===== config.mk =====
export PLATFORM = sky130hd
export DESIGN_NAME = pc_fetch
export DESIGN_NICKNAME = d
export VERILOG_FILES = /design/src/rtl/pc_fetch.sv
export SDC_FILE = /design/constraint.sdc
export NUM_CORES = 1
export LEC_CHECK = 0
export CAP_MARGIN = 20
export CORE_UTILIZATION = 39
export DETAILED_ROUTE_END_ITERATION = 8
export GPL_TIMING_DRIVEN = 0
export PLACE_DENSITY = 0.84
export SYNTH_ARGS = -nofsm -noshare
export SYNTH_HDL_FRONTEND = slang
export SYNTH_SLANG_ARGS = --single-unit

===== constraint.sdc =====
create_clock -name clk -period 1.84 [get_ports clk]
set_input_delay 0.368 -clock clk [delete_from_list [all_inputs] [get_ports clk]]
set_output_delay 0.368 -clock clk [all_outputs]
set_load 0.05 [all_outputs]

===== src/rtl/pc_fetch.sv =====
// pc_fetch: architectural PC register and single-outstanding instruction
// fetch sequencer. Requests one word at a time from instruction memory,
// hands it to decode over a valid/ready handshake, and advances the PC to
// the externally computed npc only when decode accepts the instruction.
// A misaligned npc halts fetch until the next reset.
//
// RESET_PC must be 4-byte aligned.

module pc_fetch #(
    parameter logic [31:0] RESET_PC = 32'h0000_0000,
    parameter int          CNT_W    = 32
) (
    input  logic             clk,
    input  logic             rst_n,
    input  logic [31:0]      npc,
    output logic [31:0]      pc,
    output logic             imem_req,
    output logic [31:0]      imem_addr,
    input  logic             imem_gnt,
    input  logic             imem_rvalid,
    input  logic [31:0]      imem_rdata,
    output logic             inst_valid,
    output logic [31:0]      inst,
    output logic [31:0]      inst_pc,
    input  logic             inst_ready,
    output logic             misalign_err,
    output logic [CNT_W-1:0] inst_count
);

    localparam logic [2:0] IDLE  = 3'd0;
    localparam logic [2:0] REQ   = 3'd1;
    localparam logic [2:0] WAIT  = 3'd2;
    localparam logic [2:0] VALID = 3'd3;
    localparam logic [2:0] HALT  = 3'd4;

    localparam logic [CNT_W-1:0] CNT_ONE = {{(CNT_W-1){1'b0}}, 1'b1};

    logic [2:0] state;
    logic [2:0] state_next;
    logic       grant;
    logic       capture;
    logic       accept;
    logic       npc_aligned;

    // The request address is the PC itself, so the two can never diverge.
    assign imem_addr = pc;

    // A response only counts while waiting for one; a grant only while
    // requesting. This is what drops stale or protocol-violating rvalids.
    assign grant       = (state == REQ) && imem_gnt;
    assign capture     = (state == WAIT) && imem_rvalid;
    assign accept      = (state == VALID) && inst_ready;
    assign npc_aligned = (npc[1:0] == 2'b00);

    // Next-state selection for the fetch sequencer.
    always_comb begin
        state_next = state;
        case (state)
            IDLE:    state_next = REQ;
            REQ:     if (grant)   state_next = WAIT;
            WAIT:    if (capture) state_next = VALID;
            VALID:   if (accept)  state_next = npc_aligned ? REQ : HALT;
            HALT:    state_next = HALT;
            default: state_next = IDLE;
        endcase
    end

    // State register plus the handshake outputs, registered from the next state.
    always_ff @(posedge clk or negedge rst_n) begin
        if (!rst_n) begin
            state      <= IDLE;
            imem_req   <= 1'b0;
            inst_valid <= 1'b0;
        end else begin
            state      <= state_next;
            imem_req   <= (state_next == REQ);
            inst_valid <= (state_next == VALID);
        end
    end

    // PC advances only on acceptance, so npc is ignored at every other time.
    always_ff @(posedge clk or negedge rst_n) begin
        if (!rst_n) begin
            pc <= RESET_PC;
        end else if (accept) begin
            pc <= npc;
        end
    end

    // Capture the returned word together with the address it came from.
    always_ff @(posedge clk or negedge rst_n) begin
        if (!rst_n) begin
            inst    <= 32'h0000_0000;
            inst_pc <= 32'h0000_0000;
        end else if (capture) begin
            inst    <= imem_rdata;
            inst_pc <= pc;
        end
    end

    // Sticky misalignment flag; only reset clears it.
    always_ff @(posedge clk or negedge rst_n) begin
        if (!rst_n) begin
            misalign_err <= 1'b0;
        end else if (accept && !npc_aligned) begin
            misalign_err <= 1'b1;
        end
    end

    // Retired-instruction counter, wrapping naturally at its width.
    always_ff @(posedge clk or negedge rst_n) begin
        if (!rst_n) begin
            inst_count <= '0;
        end else if (accept) begin
            inst_count <= inst_count + CNT_ONE;
        end
    end

endmodule


==> flow_summary.json, run 1 <==
{
  "min_period_ns": 1.80,
  "max-slew-margin-rel_pct": 60.8,
  "via_count": 4351,
  "wire_per_inst_um": 15.7,
  "gp_congestion": 0.801,
  "die_area_sq_um": 14600,
  "die_w_um": 121,
  "core_area_sq_um": 13800,
  "cts_tree": "built",
  "synth_area_sq_um": 5520,
  "die_h_um": 121,
  "drtAntennaViolNets": 0,
  "max_cap_viol_count": 0,
  "synth_warnings": 0,
  "synth_top_family_by_area": "simple AND/OR/NAND/NOR gates",
  "antenna_found_initial": 0,
  "fmax_ghz": 0.555,
  "arrival_ns": 1.43,
  "synth_cell_types": 31,
  "power_density_nw_per_um2": 2060,
  "antennaDiodeCount": 0,
  "grt_max_degree": 83,
  "synthCells": 457,
  "clock_path_buffers": 2,
  "dpl.hpwl_um": 10100,
  "fin_crit_sh_pct": 98.0,
  "cts_root_buf": "clkbuf_16",
  "drc": 0,
  "path_class": "reg -> out",
  "via_per_inst": 4.83,
  "synthSimpleGateAreaFrac_pct": 14.7,
  "cts_inserted_buffers": 17,
  "skew_ns": 0.00792,
  "maxSlewViolCount": 0,
  "grt_pass1_wl_um": 22600,
  "hp-class": "in -> reg",
  "fin_util_pct": 62.7,
  "ys_async_sr_fraction_pct": 100,
  "final_cell_mix": "dlygate4sd2_1, dfrtp_1, nand2_1",
  "drive_gt1_share_pct": 24.1,
  "finalHoldViolCount": 0,
  "whs_ns": 0.402,
  "port_buffers": 231,
  "synth_compound_area_share_pct": 0.476,
  "fin_area_sq_um": 8680,
  "tns_ns": 0,
  "syn-mean-instance-area_sq_um": 12.1,
  "leakage_nw": 4.39,
  "synth-edff-count": 0,
  "ys_seq_area_share_pct": 60.8,
  "mostFrequentLayoutCell": "dlygate4sd2_1",
  "cts_sinks": 134,
  "dpl_cell_area_sq_um": 8100,
  "ir_drop_mv": 1.30,
  "num_rows": 43,
  "worstMarginPinSlew_ns": 0.585,
  "finalNetCount": 779,
  "muxShareOfSynthArea_pct": 13.1,
  "crit_path_start_kind": "flop",
  "first_pass_iters": 4,
  "worstSetupEndpointType": "primary output",
  "area_growth_pct": 57.3,
  "htreeDepth": 4,
  "synth_seq_cells": 134,
  "start_util_pct": 39.9,
  "syn_nets": 527,
  "clk_pin_slew_ns": 0.05,
  "synth-xor-area-share_pct": 4.92,
  "grt_use_total_pct": 20.1,
  "synthAdderAreaFrac_pct": 0.227,
  "clk_latency_ns": 0.41,
  "crit_path_max_fanout": 4,
  "synth-main-ff-cell": "dfrtp_1",
  "worstPathRequired_ns": 1.47,
  "drt_iter0_drc": 157,
  "io_pins": 232,
  "outcome": "finished, final reports clean",
  "grt-ovfl-total": 0,
  "drt-total-wl_um": 14100,
  "setup_viol_count_final": 0,
  "grt_pass1_vias": 4454
}
## logic make-up (layout without fill, tap and decap cells)
group,Yosys count,count (layout)
multiplexers,64,64
flip-flops,134,134
adder cells (fa/ha/maj),1,1
buffers and inverters,51,315
AND/OR/NAND/NOR,172,172
AO/OA/AOI/OAI,4,4
XOR/XNOR,31,31
## power by group
group / switching [mW] / leakage (nW) / internal [mW]
logic: 6.35 / 2.36 / 2.66
registers: 0.817 / 1.69 / 4.05
clock network: 1.22 / 0.339 / 2.75
total: 8.38 / 4.39 / 9.46
## path summary, 6_finish.rpt
check	to	start	cells after the start	slack, ns
min	state[1]	inst_ready	4	0.40
min in group asynchronous	inst[9]	rst_n	2	0.48
max in group asynchronous	inst_pc[24]	rst_n	3	0.59
max reg2reg	inst_count[31]	state[2]	4	0.10
min reg2reg	inst_count[31]	inst_count[31]	1	0.47
max	pc[21]	imem_addr[21]	2	0.04
## routing by layer
layer  track usage, %  wire length [um]
met1             24.5              5860
met2             33.9              7090
met3             5.69               931
met4             7.10               231
met5                0                 0
## state kept, by name, indices dropped and copies added (netlist names)
register / count
inst: 32
imem_req: 1
inst_valid: 1
imem_addr: 32
misalign_err: 1
inst_count: 32
inst_pc: 32
state: 3
## cell type report
type,count,area [sq um]
clock buffers,19,453
multi-input cells,272,1910
inverters,3,11.3
repair buffers,235,2160
fillers,1094,5150
well taps,180,225
flip-flops and latches,134,3370
plain buffers,46,302
clock inverters,12,249
## critical path, stage by stage, from the launching register on
cell           delay (ns)
dfrtp_1              0.39
buf_4                0.12
dlygate4sd2_1        0.52
## cells in the mapped netlist, types with 3 or more instances
cell type    n  area share, %
dfrtp_1    134             61
xnor2_1     21            3.3
mux2_2      64             13
inv_1        3           0.20
and3_1       4           0.45
and4_1       4           0.64
buf_4       32            4.4
clkbuf_1    10           0.68
buf_2        6           0.54
nand4_1     13            1.5
nor2_1       7           0.48
nor4_1       6           0.68
xor2_1      10            1.6
nand2_1    112            7.6
nand3_1     12            1.1
nor3_1       4           0.36
## per-stage QoR
step | std cells | setup slack [ns] | total power [mW]
2_1_floorplan | 457 | 0.00204 | 11.4
6_report | 901 | 0.0374 | 17.8
3_5_place_dp | 869 | -0.695 | 14.9
5_1_grt | 901 | -0.00450 | 18.6
4_1_cts | 900 | 0.00490 | 18.0
3_3_place_gp | 868 | -5.01 | 14.7
## what timing repair did
item,in CTS,in global routing
pin swaps,1,1
setup endpoints to repair,262,66
buffers inserted,1,1
hold endpoints to repair,52,0
resized for setup,184,37
hold buffers,1,0
Note: power is estimated with default switching activity, not from simulation.
==> run 2, diff against run 1 <==
--- a/config.mk
+++ b/config.mk
@@ -5,6 +5,7 @@
 export SDC_FILE = /design/constraint.sdc
 export NUM_CORES = 1
 export LEC_CHECK = 0
+export ABC_CLOCK_PERIOD_IN_PS = 1840
 export CAP_MARGIN = 20
 export CORE_UTILIZATION = 39
 export DETAILED_ROUTE_END_ITERATION = 8
==> results of run 2 <==
No change in the layout: final DEF, timing and power equal those of run 1.
